### src/rtl/decode_stage.sv
// Decode stage for the 16-bit pipeline: fills the ID/EX register, detects load-use
// hazards, resolves JMP and predicts BEQ with a table of 2-bit saturating counters.
module decode_stage #(
  parameter int         BHT_IDX_W = 4,
  parameter logic [1:0] BHT_INIT  = 2'b01
) (
  input  logic        clk,
  input  logic        reset,
  input  logic [15:0] instruction_in,
  input  logic [7:0]  pc_in,
  input  logic        valid_in,
  input  logic        flush,
  input  logic        ex_resolve_valid,
  input  logic [7:0]  ex_resolve_pc,
  input  logic        ex_resolve_taken,
  output logic        stall,
  output logic        redirect,
  output logic [7:0]  redirect_pc,
  output logic        id_valid,
  output logic [3:0]  id_opcode,
  output logic [3:0]  id_rd,
  output logic [3:0]  id_rs1,
  output logic [3:0]  id_rs2,
  output logic [7:0]  id_imm,
  output logic [7:0]  id_pc,
  output logic        id_reg_write,
  output logic        id_mem_read,
  output logic        id_mem_write,
  output logic        id_is_branch,
  output logic        id_pred_taken,
  output logic        id_illegal,
  output logic        halted
);

  localparam int BHT_N = 2 ** BHT_IDX_W;

  localparam logic [3:0] OP_ADD   = 4'h1;
  localparam logic [3:0] OP_SUB   = 4'h2;
  localparam logic [3:0] OP_AND   = 4'h3;
  localparam logic [3:0] OP_OR    = 4'h4;
  localparam logic [3:0] OP_XOR   = 4'h5;
  localparam logic [3:0] OP_ADDI  = 4'h6;
  localparam logic [3:0] OP_LOAD  = 4'h7;
  localparam logic [3:0] OP_STORE = 4'h8;
  localparam logic [3:0] OP_BEQ   = 4'h9;
  localparam logic [3:0] OP_JMP   = 4'hA;
  localparam logic [3:0] OP_HALT  = 4'hF;

  typedef struct packed {
    logic       valid;
    logic [3:0] opcode;
    logic [3:0] rd;
    logic [3:0] rs1;
    logic [3:0] rs2;
    logic [7:0] imm;
    logic [7:0] pc;
    logic       reg_write;
    logic       mem_read;
    logic       mem_write;
    logic       is_branch;
    logic       pred_taken;
    logic       illegal;
  } id_t;

  id_t                  id_q, id_d, dec;
  logic                 halted_q, halted_d;
  logic [1:0]           bht_q [BHT_N];
  logic [1:0]           bht_d [BHT_N];
  logic [3:0]           op;
  logic [7:0]           imm_sext;
  logic [7:0]           br_target;
  logic                 pred;
  logic                 dq;
  logic                 hz;
  logic [BHT_IDX_W-1:0] rd_idx;
  logic [BHT_IDX_W-1:0] wr_idx;
  logic                 unused_resolve_pc;

  assign unused_resolve_pc = ^ex_resolve_pc;

  // Unused register fields stay 0, so source-vs-rd compares never match on them.
  always_comb begin
    op        = instruction_in[15:12];
    imm_sext  = {{4{instruction_in[3]}}, instruction_in[3:0]};
    rd_idx    = pc_in[BHT_IDX_W-1:0];
    pred      = bht_q[rd_idx][1];
    br_target = pc_in + 8'd1 + imm_sext;
    dec        = '0;
    dec.valid  = 1'b1;
    dec.opcode = op;
    dec.pc     = pc_in;
    case (op)
      OP_ADD, OP_SUB, OP_AND, OP_OR, OP_XOR: begin
        dec.rd  = instruction_in[11:8];
        dec.rs1 = instruction_in[7:4];
        dec.rs2 = instruction_in[3:0];
      end
      OP_ADDI, OP_LOAD: begin
        dec.rd       = instruction_in[11:8];
        dec.rs1      = instruction_in[7:4];
        dec.imm      = imm_sext;
        dec.mem_read = (op == OP_LOAD);
      end
      OP_STORE: begin
        dec.rs2       = instruction_in[11:8];
        dec.rs1       = instruction_in[7:4];
        dec.imm       = imm_sext;
        dec.mem_write = 1'b1;
      end
      OP_BEQ: begin
        dec.rs1        = instruction_in[11:8];
        dec.rs2        = instruction_in[7:4];
        dec.imm        = imm_sext;
        dec.is_branch  = 1'b1;
        dec.pred_taken = pred;
      end
      4'hB, 4'hC, 4'hD, 4'hE: dec.illegal = 1'b1;
      default: ;
    endcase
    dec.reg_write = (dec.rd != 4'd0);
    dq = valid_in & ~flush & ~halted_q;
    hz = dq & id_q.valid & id_q.mem_read & (id_q.rd != 4'd0) &
         ((dec.rs1 == id_q.rd) | (dec.rs2 == id_q.rd));
  end

  always_comb begin
    id_d        = '0;
    halted_d    = halted_q;
    stall       = 1'b0;
    redirect    = 1'b0;
    redirect_pc = 8'h00;
    if (hz) begin
      stall = 1'b1;
    end else if (dq) begin
      id_d = dec;
      if (op == OP_HALT) halted_d = 1'b1;
      if (op == OP_JMP) begin
        redirect    = 1'b1;
        redirect_pc = instruction_in[11:4];
      end
      if (op == OP_BEQ) begin
        redirect    = pred;
        redirect_pc = br_target;
      end
    end
  end

  // Training ignores flush/stall/halt; a same-cycle lookup above still sees the old counter.
  always_comb begin
    wr_idx = ex_resolve_pc[BHT_IDX_W-1:0];
    bht_d  = bht_q;
    if (ex_resolve_valid) begin
      if (ex_resolve_taken && bht_q[wr_idx] != 2'b11)
        bht_d[wr_idx] = bht_q[wr_idx] + 2'd1;
      else if (!ex_resolve_taken && bht_q[wr_idx] != 2'b00)
        bht_d[wr_idx] = bht_q[wr_idx] - 2'd1;
    end
  end

  always_ff @(posedge clk) begin
    if (reset) begin
      id_q     <= '0;
      halted_q <= 1'b0;
      for (int i = 0; i < BHT_N; i++) bht_q[i] <= BHT_INIT;
    end else begin
      id_q     <= id_d;
      halted_q <= halted_d;
      bht_q    <= bht_d;
    end
  end

  assign id_valid      = id_q.valid;
  assign id_opcode     = id_q.opcode;
  assign id_rd         = id_q.rd;
  assign id_rs1        = id_q.rs1;
  assign id_rs2        = id_q.rs2;
  assign id_imm        = id_q.imm;
  assign id_pc         = id_q.pc;
  assign id_reg_write  = id_q.reg_write;
  assign id_mem_read   = id_q.mem_read;
  assign id_mem_write  = id_q.mem_write;
  assign id_is_branch  = id_q.is_branch;
  assign id_pred_taken = id_q.pred_taken;
  assign id_illegal    = id_q.illegal;
  assign halted        = halted_q;

endmodule
### config.mk
export PLATFORM = sky130hd
export DESIGN_NAME = decode_stage
export DESIGN_NICKNAME = d
export VERILOG_FILES = /design/src/rtl/decode_stage.sv
export SDC_FILE = /design/constraint.sdc
export NUM_CORES = 1
export LEC_CHECK = 0
export ABC_AREA = 1
export CORE_MARGIN = 2
export CORE_UTILIZATION = 50
export DETAILED_ROUTE_END_ITERATION = 6
export GPL_TIMING_DRIVEN = 0
export HOLD_SLACK_MARGIN = 0.1
export PLACE_DENSITY = 0.81
export RECOVER_POWER = 50
export SETUP_SLACK_MARGIN = 0.15
export SLEW_MARGIN = 0
export SYNTH_ARGS = -nofsm -noshare
export SYNTH_HDL_FRONTEND = slang
export SYNTH_SLANG_ARGS = --single-unit
### constraint.sdc
create_clock -name clk -period 6 [get_ports clk]
set_input_delay 1.8 -clock clk [delete_from_list [all_inputs] [get_ports clk]]
set_output_delay 1.8 -clock clk [all_outputs]
set_load 0.05 [all_outputs]
# Word level (Yosys, flattened, before mapping)

Index checks and enable logic that the tools add are counted.

Bits in registers: 68
Bits of input ports: 38
Output and inout port bits: 50

Reductions and logical operators: 21
Multiplexer cells: 30
$add $sub $neg: 4
Eq/ne operators: 18
Order comparisons: 3
Bitwise operators: 16

Operators by type and width:

| operator            | count |
|---|---|
| $bwmux 32           | 2 |
| $mux 32             | 2 |
| $mux 8              | 5 |
| $mux 39             | 1 |
| $eq 4x4->1 const B  | 8 |
| $reduce_or 4->1     | 5 |
| $bmux 2 s4          | 2 |
| $eq 4x3->1 const B  | 4 |
| $mux 2              | 6 |
| $pmux 4 s3          | 1 |
| $ge 5x5->1 const B  | 2 |
| $not 4->5           | 2 |
| $add 8x1->8 const B | 1 |
| $add 8x8->8         | 1 |
| $demux 2 s4         | 1 |
| $eq 4x2->1 const B  | 2 |
| $eq 4x4->1          | 2 |
| $mux 1              | 8 |
| $pmux 4 s2          | 1 |
| $reduce_bool 4->1   | 2 |
| $reduce_or 8->1     | 1 |
| $not 1->1           | 7 |
| $reduce_or 7->1     | 1 |
| $and 1x1->1         | 6 |
| 15 further kinds    | 19 |

# Depth between registers and ports, before layout

Depth after elaboration: 9
Depth in mapped cells: 19
Gate-level depth less buffers: 18

# Least setup slack after synthesis

Ideal clock, no wire load.

Path kind: input-to-output
From: input pc_in[0]
To: output redirect_pc[6]
Path slack: 0.192 ns
Cell stages on the path: 12
Required time: 4.200 ns
Arrival: 4.008 ns
Cell sequence: buf_2 > clkinv_1 > ha_1 > fa_1 > nand3b_1 > nand2_1 > nand2_1 > nand2_1 > a21oi_1 > nand2_1 > a22oi_1 > nor2_1

Cells in the longest elaborated chain, start to end: 5

Ends and longest elaborated chain:

| what        | line | RTL |
|---|---|---|
| from (decl) | 10   | `input logic [7:0] pc_in,` |
| $add 8x1->8 | 87   | `br_target = pc_in + 8'd1 + imm_sext;` |
| $add 8x8->8 | 87   |  |
| $mux 8      | 141  | `if (op == OP_BEQ) begin` |
| $mux 8      | 134  | `end else if (dq) begin` |
| $mux 8      | 132  | `if (hz) begin` |
| to (decl)   | 18   | `output logic [7:0] redirect_pc,` |

No other way between the ends.

# Worst setup path in the final report

From: input instruction_in[13]
To: output redirect_pc[2]

Cells in the longest elaborated chain, start to end: 7
Elaborated cells on any way between the ends: 22

Ends and longest elaborated chain:

| what                                                                | line | RTL |
|---|---|---|
| from (decl)                                                         | 9    | `input logic [15:0] instruction_in,` |
| $eq 4x3->1, or another cell as far along                            | 92   | `case (op)` |
| $reduce_or 8->1 (no source line) or $reduce_or 5->1 (tied branches) | -    |  |
| $pmux 4 s2 or $pmux 4 s3 (tied branches)                            | 92   |  |
| $eq 4x4->1                                                          | 123  | `((dec.rs1 == id_q.rd) \| (dec.rs2 == id_q.rd));` |
| $or 1x1->1                                                          | 123  |  |
| $and 1x1->1                                                         | 122  | `hz = dq & id_q.valid & id_q.mem_read & (id_q.rd != 4'd0) &` |
| $mux 8 (*)                                                          | 132  |  |

Mark *: on every way between the ends. The rest lies on a longest branch, timed or not.

==> impl_results.md <==
* GRT Overall Usage at 0.257
* Vias in the first global route at 3,425
* Peak supply drop at 0.160 mV
* Req. time, crit path at roughly 4200 ps
* Avg WL per Cell at 13.8 um
* Worst slew margin at 0.578
* WS Path Type: primary input to output port
* Worst slew pin tran at between 600 and 700 ps
* Row Count at 30
* Max_cap viols at 0
* Vias per cell at 5.17
* Most used cell, CP: nand2_1
* CP Launch Point: instruction_in[13]
* Max clock buf depth at 2
* First-pass GRT wire length at between 15 and 20 mm
* Post-Route WL at between 9 and 10 mm
* Largest fanout on the critical path at 7
* Die width at approximately 89 um
* Post-synthesis mux area share at 0
* Hpwl dp at between 7 and 8 mm
* Setup WS post-layout at between 300 and 400 ps
* Max Clock Skew at ~7.4 ps
* Multi-input gate area at around 1800 um2
* Pin count of the biggest net entering global routing at 11
* Clock root cell: clkbuf_8
* Fillers at 631
* Critical path depth at 16
* Power Dens Cells at 208 nW/um2
* # clock sinks at 68
* Nets@finish at about 650
* P&R area growth vs syn at 29.9%
* Yosys reg bits at 68
* Cells after Synth at just over 500
* Final TNS setup at 0 ps
* Final design utilization at 0.682
* Post-Synth Adder-Cell Area at 0.0368
* Largest stage delay on the critical path at 280 ps
* Xor/xnor cell area share of the yosys netlist at 0.00729
* CP Cell Sequence: dlymetal6s2s_1 > inv_1 > nand2_1 > nand2_1 > nand3_1 > nand2_1 > nand2_1 > nand2_1 > nand2_1 > nor2_1 > nand2_1 > nand2_1 > nand2_1 > nand2_4 > nor2_1 > buf_2
* Crit share post-route at 0.942
* Chip height at 88.9 um
* Synth Area in Simple Gates at 0.267
* Initial antenna violation count at 0
* Grt ovf at 0
* Layout cell share with drive strength beyond 1 at 0.0984
* Clock Latency Late Sink at 350 ps
* # diodes at 0
* Outcome: complete, no violations
* Buffers added on ports at 81
* Library cells used by synthesis at 33
* Fin crit period at 5650 ps
* Gpl congestion at 0.954
* Post-Place Worst Slack at -449 ps
* Total die area at about 8000 um2
* CP Launch Type: primary input
* Syn Std Cell Area at 3600 um2
* DR iter-0 viols at approximately 190
* Crit-path slowest cell: nand2_1
* Leakage power at between 0.002 and 0.0025 uW
* Max Slew Vio Count at 0
* Yosys Warn Count at 0
* Final Hold Viols at 0
* Worst path buffer plus inverter count at 3
* 1st-pass router iterations at 4
* CTS tree: yes
* Post-route ant nets at 0
* Complex-gate fraction of the synthesized area at 0.191
* Crit. End Element: output port
* Avg Synthesized Cell Area at between 7 and 8 um2
* CTS Buf Count at 9
* Worst EP arrival at slightly below 4000 ps
* Vias at about 3,700
* Htree depth at 3
* Starting Density at 0.525
* Fmax at 177 MHz
* I/O pin count at 88
* Register Area at ~1400 um2
* Family with the most delay on the worst path: simple AND/OR/NAND/NOR gates
* Core Box Area at about 6900 um2
* Hold/Removal Path Class: flip-flop to flip-flop
* Hold path depth at 2
* Unrepaired setup endpoints after global routing: false
* Post-synthesis sequential area ratio at 0.378
* Setup violators final at 0
* Net Count, Synth at 562
* Drc violations at 0
* Clk slew on worst S/H paths at ~70 ps
* Worst R2R Path Depth at 12
* Largest family of logic cells by synthesized area: simple AND/OR/NAND/NOR gates
## cell families (layout without fill, tap and decap cells)
logic type,count (synthesis),count (layout)
xor gates and xnor gates,3,3
buffers and inverters,101,197
adders and majority gates,10,10
AOI/OAI and AO/OA,128,128
and+or+nand+nor,204,204
DFF,68,68
## timing repair
action / in CTS / in global routing
setup buffers: 0 / 0
resized for setup: 47 / 27
pin swaps: 0 / 1
hold buffers: 0 / 0
endpoints found under the setup margin: 10 / 10
## synth_stat cells
| cell | instances | area (um2) |
|---|---|---|
| inv_1 | 82 | 308 |
| buf_12 | 1 | 20.0 |
| inv_2 | 3 | 11.3 |
| a22oi_1 | 4 | 30.0 |
| o31ai_1 | 1 | 7.51 |
| o22ai_1 | 16 | 100 |
| nor3_1 | 1 | 5.00 |
| clkbuf_1 | 4 | 15.0 |
| buf_1 | 1 | 3.75 |
| clkinv_1 | 2 | 7.51 |
| xnor2_1 | 1 | 8.76 |
| nand2_4 | 5 | 56.3 |
| buf_2 | 2 | 10.0 |
| a21oi_1 | 49 | 245 |
| buf_8 | 2 | 30.0 |
| nand4_1 | 7 | 43.8 |
| nand3_2 | 3 | 30.0 |
| nor2_4 | 10 | 113 |
| o21ai_0 | 54 | 270 |
| xor2_1 | 2 | 17.5 |
| nor2_1 | 77 | 289 |
| dfxtp_1 | 68 | 1360 |
| a41oi_1 | 1 | 8.76 |
| fa_1 | 1 | 20.0 |
| nand2_1 | 75 | 282 |
| buf_4 | 4 | 30.0 |
| or2_2 | 2 | 12.5 |
| nand3_1 | 17 | 85.1 |
| o21a_1 | 1 | 7.51 |
| a32oi_1 | 2 | 17.5 |
| nand2_2 | 5 | 31.3 |
| nand3b_1 | 2 | 15.0 |
| ha_1 | 9 | 113 |
## power by group
group	switching [uW]	leakage [uW]	total (uW)	internal, uW
sequential	3.21	0.000551	463	460
combinational	113	0.00148	174	61.1
clock	166	0.0000893	335	169
## layer usage
layer	global-route usage	share of wire
met5	0	0
met2	0.431	0.47
met1	0.314	0.41
met4	0.103	0.026
met3	0.0693	0.085
## layout make-up
cell class,count,share of cell area
timing repair buffer,81,0.170
clock inverter,2,0.00214
inverter,87,0.0706
buffer,14,0.0206
multi-input combinational,345,0.386
clock buffer,13,0.0339
sequential,68,0.291
tap,96,0.0257
## worst reg2reg max path, stage by stage, from the launching register on
cell	delay (ps)
dfxtp_1	340
o22ai_1	90
o21ai_0	240
nand4_1	170
inv_1	210
clkbuf_1	340
ha_1	210
inv_1	40
nand2_1	80
xor2_1	390
clkbuf_1	330
o21ai_0	160
a21oi_1	140
## final timing paths
kind / to / slack (ps)
setup / recovery: redirect_pc[2] / 350
hold / removal: flip-flop / 470
setup reg to reg: bht_q[15] / 3180
hold reg to reg: flip-flop / 470
## stage by stage
step	instance area (um2)	total power [uW]	instances	hold WS, ps
after detailed placement	4540	649	691	462
after floorplan	3600	585	514	441
after CTS	4680	976	706	476
final	4680	973	706	474
after global placement	4540	645	691	451
after global routing	4680	1020	706	498
## cell usage in the layout, fill, tap and decap left out, drive strengths merged, types with 8 or more instances in the layout
cell           synthesis  final
dfxtp                 68     68
clkdlybuf4s50          0     26
nand3                 20     20
buf                   10     17
dlymetal6s2s           0      8
ha                     9      9
o22ai                 16     16
nor2                  87     87
nand2                 85     85
inv                   85     85
dlygate4sd3            0     37
a21oi                 49     49
clkbuf                 4     20
o21ai                 54     54
Note: power is estimated with default switching activity, not from simulation.
